<file path="src/rtl/audio_pkg.sv">
// audio_pkg: shared constants, FSM encoding and saturating clamp for the voice engine
package audio_pkg;
    localparam logic [1:0] WAVE_SAW = 2'd0, WAVE_SQUARE = 2'd1, WAVE_TRI = 2'd2, WAVE_OFF = 2'd3;
    localparam logic [1:0] REG_INC = 2'd0, REG_WAVE = 2'd1, REG_ATK = 2'd2, REG_REL = 2'd3;
    typedef enum logic [1:0] {IDLE, RUN, SAT} state_t;
    function automatic logic signed [31:0] sat_clamp(input logic signed [31:0] a, input int unsigned bd);
        logic signed [31:0] hi, lo;
        hi = (32'sd1 <<< (bd - 1)) - 32'sd1;
        lo = -(32'sd1 <<< (bd - 1));
        return a > hi ? hi : a < lo ? lo : a;
    endfunction
endpackage

</file>
<file path="src/rtl/voice_wave.sv">
// voice_wave: shapes a phase top slice into a signed, midpoint-centred waveform sample
module voice_wave import audio_pkg::*; #(
    parameter int BITDEPTH = 14
) (
    input  logic [BITDEPTH-1:0]        top,
    input  logic [1:0]                 wave,
    output logic signed [BITDEPTH:0]   sample
);
    logic [BITDEPTH-1:0] dbl, shaped;
    always_comb begin
        dbl = top << 1;
        shaped = wave == WAVE_SAW ? top : wave == WAVE_SQUARE ? {BITDEPTH{top[BITDEPTH-1]}} : top[BITDEPTH-1] ? ~dbl : dbl;
        sample = wave == WAVE_OFF ? '0 : $signed({1'b0, shaped}) - $signed({2'b01, {(BITDEPTH-1){1'b0}}});
    end
endmodule

</file>
<file path="src/rtl/poly_voice_engine.sv">
// poly_voice_engine: time-multiplexed N-voice oscillator/envelope mixer producing one unsigned sample per frame
module poly_voice_engine import audio_pkg::*; #(
    parameter int NVOICES     = 4,
    parameter int BITDEPTH    = 14,
    parameter int BITFRACTION = 6,
    parameter int VOLBITS     = 8
) (
    input  logic                       clk,
    input  logic                       rst,
    input  logic                       sample_clock,
    input  logic                       wr_en,
    input  logic [$clog2(NVOICES)-1:0] wr_voice,
    input  logic [1:0]                 wr_addr,
    input  logic [15:0]                wr_data,
    input  logic [NVOICES-1:0]         gate,
    output logic [BITDEPTH-1:0]        mix,
    output logic                       mix_valid,
    output logic                       busy
);
    localparam int PHASEW = BITDEPTH + BITFRACTION;
    localparam int VW = $clog2(NVOICES);
    localparam int AW = BITDEPTH + VW + 1;
    localparam int PW = BITDEPTH + VOLBITS + 2;
    localparam logic [BITDEPTH-1:0] MID = BITDEPTH'(1) << (BITDEPTH - 1);

    logic [PHASEW-1:0]  phase [NVOICES];
    logic [15:0]        inc   [NVOICES];
    logic [1:0]         wave  [NVOICES];
    logic [VOLBITS-1:0] atk   [NVOICES];
    logic [VOLBITS-1:0] rel   [NVOICES];
    logic [VOLBITS-1:0] env   [NVOICES];

    state_t                  state;
    logic [VW-1:0]           v;
    logic                    sc_q;
    logic signed [AW-1:0]    acc;
    logic [PHASEW-1:0]       nphase;
    logic [VOLBITS:0]        up, dn;
    logic [VOLBITS-1:0]      nenv;
    logic signed [BITDEPTH:0] w;
    logic signed [PW-1:0]    prod;
    logic signed [31:0]      sat;

    voice_wave #(.BITDEPTH(BITDEPTH)) u_wave (
        .top(nphase[PHASEW-1 -: BITDEPTH]),
        .wave(wave[v]),
        .sample(w)
    );

    always_comb begin
        nphase = phase[v] + PHASEW'(inc[v]);
        up = {1'b0, env[v]} + {1'b0, atk[v]};
        dn = {1'b0, env[v]} - {1'b0, rel[v]};
        nenv = gate[v] ? (up[VOLBITS] ? '1 : up[VOLBITS-1:0]) : (dn[VOLBITS] ? '0 : dn[VOLBITS-1:0]);
        prod = PW'(w) * PW'($signed({1'b0, nenv}));
        sat = sat_clamp(32'(acc), BITDEPTH);
    end

    always_ff @(posedge clk or negedge rst) begin
        if (!rst) begin
            for (int i = 0; i < NVOICES; i++) begin
                phase[i] <= '0;
                inc[i] <= '0;
                wave[i] <= '0;
                atk[i] <= '0;
                rel[i] <= '0;
                env[i] <= '0;
            end
            state <= IDLE;
            v <= '0;
            sc_q <= 1'b0;
            acc <= '0;
            mix <= MID;
            mix_valid <= 1'b0;
            busy <= 1'b0;
        end else begin
            sc_q <= sample_clock;
            mix_valid <= 1'b0;
            if (wr_en) begin
                if (wr_addr == REG_INC) inc[wr_voice] <= wr_data;
                if (wr_addr == REG_WAVE) wave[wr_voice] <= wr_data[1:0];
                if (wr_addr == REG_ATK) atk[wr_voice] <= wr_data[VOLBITS-1:0];
                if (wr_addr == REG_REL) rel[wr_voice] <= wr_data[VOLBITS-1:0];
            end
            case (state)
                IDLE: if (sample_clock && !sc_q) begin
                    state <= RUN;
                    busy <= 1'b1;
                    acc <= '0;
                    v <= '0;
                end
                RUN: begin
                    phase[v] <= nphase;
                    env[v] <= nenv;
                    acc <= acc + AW'(prod >>> VOLBITS);
                    v <= v + 1'b1;
                    if (&v) state <= SAT;
                end
                SAT: begin
                    mix <= BITDEPTH'(sat + (32'sd1 <<< (BITDEPTH - 1)));
                    mix_valid <= 1'b1;
                    busy <= 1'b0;
                    state <= IDLE;
                end
                default: state <= IDLE;
            endcase
        end
    end
endmodule

</file>
<file path="config.mk">
export PLATFORM = sky130hd
export DESIGN_NAME = poly_voice_engine
export DESIGN_NICKNAME = d
export VERILOG_FILES = /design/src/rtl/audio_pkg.sv /design/src/rtl/voice_wave.sv /design/src/rtl/poly_voice_engine.sv
export SDC_FILE = /design/constraint.sdc
export NUM_CORES = 1
export LEC_CHECK = 0
export CAP_MARGIN = 25
export CORE_MARGIN = 5
export CORE_UTILIZATION = 50
export DETAILED_ROUTE_END_ITERATION = 10
export PLACE_DENSITY = 0.67
export SLEW_MARGIN = 20
export SYNTH_ARGS = -nofsm -noshare
export SYNTH_HDL_FRONTEND = slang
export SYNTH_SLANG_ARGS = --single-unit
</file>
<file path="constraint.sdc">
create_clock -name clk -period 12.15 [get_ports clk]
set_input_delay 2.43 -clock clk [delete_from_list [all_inputs] [get_ports clk]]
set_output_delay 2.43 -clock clk [all_outputs]
set_load 0.01 [all_outputs]
</file>
==> results.txt, run 1 <==
Synth Flop Type - dfrtp_1
# rows - 71
Crit path required time - 12.60 ns
DIE WIDTH - 204 um
Ys async rst share - 1.00
Arrival time worst endpoint - 11.71 ns
EDFF count, synth - 0
# fillers - 3,200
Run status - completed
GPL Wtd Cong - 0.908
CP top delay family - compound AO/OA/AOI/OAI gates
RSZ-0062 raised after global routing - false
Antenna violations before repair - 0
Netlist cell types - 71
Most common cell in the synthesized netlist - dfrtp_1
Seq cells post-synth - 286
Register area share after synthesis - 0.381
Achievable Freq - 88.8 MHz
Area grow syn2layout - 11.2%
CTS tree - yes
Syn Nets - 1,987
Yosys top cell by area - dfrtp_1
Synth Instances - 1,769
Yosys warns - 0
Hold Path Class - reg2reg
Crit end category - flip-flop
Total grt overflow - 0
Core Region - 37,400 um2
Top post-synthesis cells by count - 285 x dfrtp_1, 205 x nand2_1, 170 x inv_1
Final net count - 2,015
Crit-path max FO - 19
Yosys top cell area share - 0.380
Drt initial violations - 776
Post-DR wirelength/cell - 18.3 um
Post-DRT Antenna Nets - 0
Die height - 204 um
Fin. max-slew vios - 0
CP peak stage delay - 0.66 ns
Setup-failing EPs final - 0
Synth top area cells - dfrtp_1 38%, fa_1 10%, mux2_2 8.8%, mux4_2 7.3%, ha_1 6.3%
Setup TNS - 0 ns
Largest net degree at the start of global routing - 127
CTS Buf Count - 34
Clock sink total - 286
Clock Tree Buf Depth - 3
First-pass GRT wire length - 72.3 mm
Slew HR - 0.281
Least-Margin Pin Slew - 1.08 ns
Final HPWL DP - 30.8 mm
Max cap viols - 0
Synthesized area per cell - 10.6 um2
Via/cell ratio - 5.55
Multi-input logic area - 10,700 um2
Startpoint types - flip-flop
Layout cells sized above 1 - 0.178
Crit-path slowest cell - dfrtp_4
Mapped Area - 18,800 um2
CP Class - reg2reg
Drt pass-1 iters - 5
CTS clock-pin slew for the worst setup and hold paths - 0.06 ns
Gr usage total - 0.215
WL final - 42.8 mm
IO Count - 44
Clock root buffer - clkbuf_16
Initial core utilization - 0.502
WP buf/inv - 6
Tmin final - 11.26 ns
Clock Skews - 0.0195 ns
Die Area - 41,600 um2
FF/Latch Area - 7170 um2
Vias in the first global route - 14,000
DR vias - 12,900
Most used cell, CP - inv_1
IO buf count - 43
Drt drc - 0
Fin crit share - 0.927
Hold Vio Cnt, Final - 0
Number of diodes - 0
Clock latency on the worst-skew pair - 0.55 ns
H-tree depth - 2
## state kept, by name, summed over array words and instances (netlist names)
signal and cells:
mix 14, state 2, mix_valid 1, atk 32
phase 80, env 32, inc 64, acc 17
rel 32, busy 1, sc_q 1, v 2
wave 8
## worst reg2reg max path: cells and delay by family (launching register included)
kind,cells,cell delay [ns]
xor gates and xnor gates,1,0.12
DFF,1,0.66
adders and majority gates,7,2.94
buffers and inverters,6,0.55
and+or+nand+nor,8,2.49
muxes,1,0.53
AOI/OAI and AO/OA,17,3.92
## metrics by stage
| step | worst slack (ns) | hold WS [ns] | instance area (um2) | cells | utilization |
|---|---|---|---|---|---|
| after floorplan | 1.11 | 0.445 | 18800 | 1769 | - |
| after global placement | 0.876 | 0.454 | 19800 | 2271 | 0.528 |
| after detailed placement | 0.691 | 0.459 | 19800 | 2271 | 0.528 |
| after CTS | 0.653 | 0.475 | 20900 | 2332 | 0.558 |
| after global routing | 0.0768 | 0.500 | 20900 | 2333 | 0.559 |
| final | 0.887 | 0.472 | 20900 | 2333 | 0.559 |
## layout make-up
class | instances | share of cell area
clock buffers | 47 | 0.0464
clock inverters | 14 | 0.00593
inverters | 170 | 0.0305
multi-input cells | 1236 | 0.513
flip-flops and latches | 286 | 0.343
well taps | 511 | 0.0306
repair buffers | 69 | 0.0311
## kinds of logic after synthesis
family | count (synthesis) | synth area share
muxes | 215 | 0.165
buffers and inverters | 247 | 0.0497
adders and majority gates | 190 | 0.164
xor gates and xnor gates | 57 | 0.0273
AOI/OAI and AO/OA | 338 | 0.109
DFF | 286 | 0.381
and+or+nand+nor | 436 | 0.104
## routing by layer
layer,wire length (um),part of all wire,GRT usage
met5,0,0,0
met4,775,0.018,0.0501
met3,1830,0.043,0.0362
met2,21000,0.49,0.364
met1,19200,0.45,0.295
## cells in the final DEF (no fill, tap or decap), types with 16 or more instances in the layout
master	n
dfrtp_1	283
nand2_1	204
inv_1	170
o21ai_0	150
mux2_2	146
nor2_1	100
fa_1	95
ha_1	95
mux4_2	61
a21oi_1	61
clkdlybuf4s50_1	42
clkbuf_16	34
xnor2_1	33
xor2_1	23
nand2b_1	23
buf_4	23
nor3_1	20
a21o_1	19
nor2b_1	16
or2_2	16
## worst paths after layout
path | end | slack [ns] | from | depth (start not counted)
worst min-delay path | mix[2] | 0.47 | mix[2] | 2
min in group asynchronous | inc[50] | 1.95 | rst | 1
worst min register to register | mix[2] | 0.47 | mix[2] | 2
worst max register to register | acc[16] | 0.89 | v[0] | 40
max in group asynchronous | v[1] | 8.74 | rst | 2
worst max-delay path | acc[16] | 0.89 | v[0] | 40
## what timing repair did
item                                    CTS  global route
buffers inserted                          0             1
gates resized for setup                   0             4
endpoints found under the setup margin    0             1
hold buffers                              0             0
Power of run 1 is not shown: default switching activity piles up to over one toggle a cycle in this logic, so the estimate is an artifact.
==> inputs of run 2 (changes only) <==
CORE_UTILIZATION = 63   (was 50)
PLACE_DENSITY = 0.81   (was 0.67)
==> results.txt, run 2 (synthesis gave the netlist of run 1 again) <==
Run status - completed
Clock root buffer - clkbuf_16
H-tree depth - 1 (-1)
WL final - 44.0 mm (+2.9%)
Max cap viols - 0 (unchanged)
Achievable Freq - 87.3 MHz (-1.7%)
First-pass GRT wire length - 73.0 mm (+0.91%)
Core Region - 29,600 um2 (-21%)
RSZ-0062 raised after global routing - false
Clock latency on the worst-skew pair - 0.58 ns (+0.03 ns)
Final net count - 2,014 (-0.050%)
Via/cell ratio - 6.09 (+9.8%)
Initial core utilization - 0.636 (+0.133)
Pre-CTS WS - 0.408 ns (-0.283 ns)
Die Area - 33,400 um2 (-20%)
Arrival time worst endpoint - 11.93 ns (+0.22 ns)
Non-filler cells, final - 2,207 (-5.4%)
Post-DRT Antenna Nets - 0 (unchanged)
CTS clock-pin slew for the worst setup and hold paths - 0.06 ns (about the same)
Largest net degree at the start of global routing - 122 (-3.9%)
Drt pass-1 iters - 5 (unchanged)
Layout cells sized above 1 - 0.174 (-0.00391)
Fin crit share - 0.943 (+0.0157)
Post-DR wirelength/cell - 19.9 um (+8.7%)
Clock Tree Buf Depth - 3 (unchanged)
Crit-path slowest cell - dfrtp_4
Total grt overflow - 0 (unchanged)
Clock Skews - 0.0275 ns (+0.00804 ns)
Leading cell type in the layout, fill and taps excluded - dfrtp_1
Hold buffer count at cts - 0 (unchanged)
Max reg flops - 80 (unchanged)
# fillers - 2,117 (-34%)
Crit-path max FO - 12 (-7)
Drt drc - 0 (unchanged)
Most used cell, CP - a21oi_1
Die height - 183 um (-10%)
Startpoint types - flip-flop
CTS tree - yes
Vias in the first global route - 14,300 (+2.4%)
Area grow syn2layout - 10.1%
WP buf/inv - 6 (unchanged)
Final setup margin - 0.696 ns (-0.191 ns)
Gr usage total - 0.267 (+0.0517)
Slew HR - 0.302 (+0.0210)
Crit end category - flip-flop
Tmin final - 11.45 ns (+0.191 ns)
CTS Buf Count - 31 (-8.8%)
DIE WIDTH - 183 um (-10%)
Hold Vio Cnt, Final - 0 (unchanged)
Placed Instances - 2,149 (-5.4%)
CP Class - reg2reg
Antenna violations before repair - 0 (unchanged)
Top reg by flops - phase
IO buf count - 43 (unchanged)
IO Count - 44 (unchanged)
Setup TNS - 0 ns (unchanged)
Final HPWL DP - 31.5 mm (+2.2%)
Largest regs - phase x80, inc x64
# rows - 63 (-11%)
Leading cell types in the layout, fill and taps excluded - 283 x dfrtp_1, 205 x nand2_1, 170 x inv_1
Hold Path Class - reg2reg
CP peak stage delay - 0.60 ns (-0.06 ns)
Drt initial violations - 992 (+28%)
Multi-input logic area - 10,700 um2 (+0.10%)
FF/Latch Area - 7170 um2 (unchanged)
Number of diodes - 0 (unchanged)
Setup-failing EPs final - 0 (unchanged)
Least-Margin Pin Slew - 1.05 ns (-0.0316 ns)
Crit path required time - 12.63 ns (+0.03 ns)
CP top delay family - compound AO/OA/AOI/OAI gates
DR vias - 13,400 (+3.9%)
Clock sink total - 286 (unchanged)
Fin. max-slew vios - 0 (unchanged)
GPL Wtd Cong - 0.924 (+1.7%)
[run 2: cell count changes in the layout (fill, tap and decap cells not counted), sizes merged]
cell,before,now
bufinv,1,2
clkinv,9,6
clkinvlp,1,3
inv,173,171
clkbuf,47,44
[run 2: worst min-delay path, stage by stage (launching register included)]
cell,delay (ns)
dfrtp_1,0.34
nand2_1,0.04
o21ai_0,0.06
[run 2: path summary, 6_finish.rpt]
path	start	end	slack (ns)	cells past startpoint
worst max-delay path	v[0]	acc[16]	0.70	44
worst max register to register	v[0]	acc[16]	0.70	44
worst min-delay path	phase[15]	phase[15]	0.47	2
worst min register to register	phase[15]	phase[15]	0.47	2
max in group asynchronous	rst	acc[3]	8.90	2
min in group asynchronous	rst	inc[50]	1.93	1
[run 2: per-stage QoR]
| stage | util | hold WS, ns | area, um2 |
|---|---|---|---|
| final | 0.700 | 0.475 | 20700 |
| after global routing | 0.700 | 0.493 | 20700 |
| after CTS | 0.696 | 0.477 | 20600 |
| after detailed placement | 0.663 | 0.455 | 19600 |
| after global placement | 0.663 | 0.455 | 19600 |
| after floorplan | - | 0.445 | 18800 |
[run 2: routing by layer]
metal,GRT usage,wire (um)
met5,0,0
met4,0.0790,1210
met3,0.0365,2420
met2,0.459,22100
met1,0.358,18300
[run 2: cell type report]
type | instances | area share
repair buffers | 71 | 0.0339
well taps | 390 | 0.0236
inverters | 170 | 0.0309
flip-flops and latches | 286 | 0.347
clock buffers | 42 | 0.0400
clock inverters | 12 | 0.00641
multi-input cells | 1236 | 0.519
[run 2: what timing repair did]
action | 4_1_cts | 5_1_grt
setup endpoints to repair | 0 | 2
setup buffers | 0 | 3
gates resized for setup | 0 | 7
Power of run 2 is left out for the same reason.
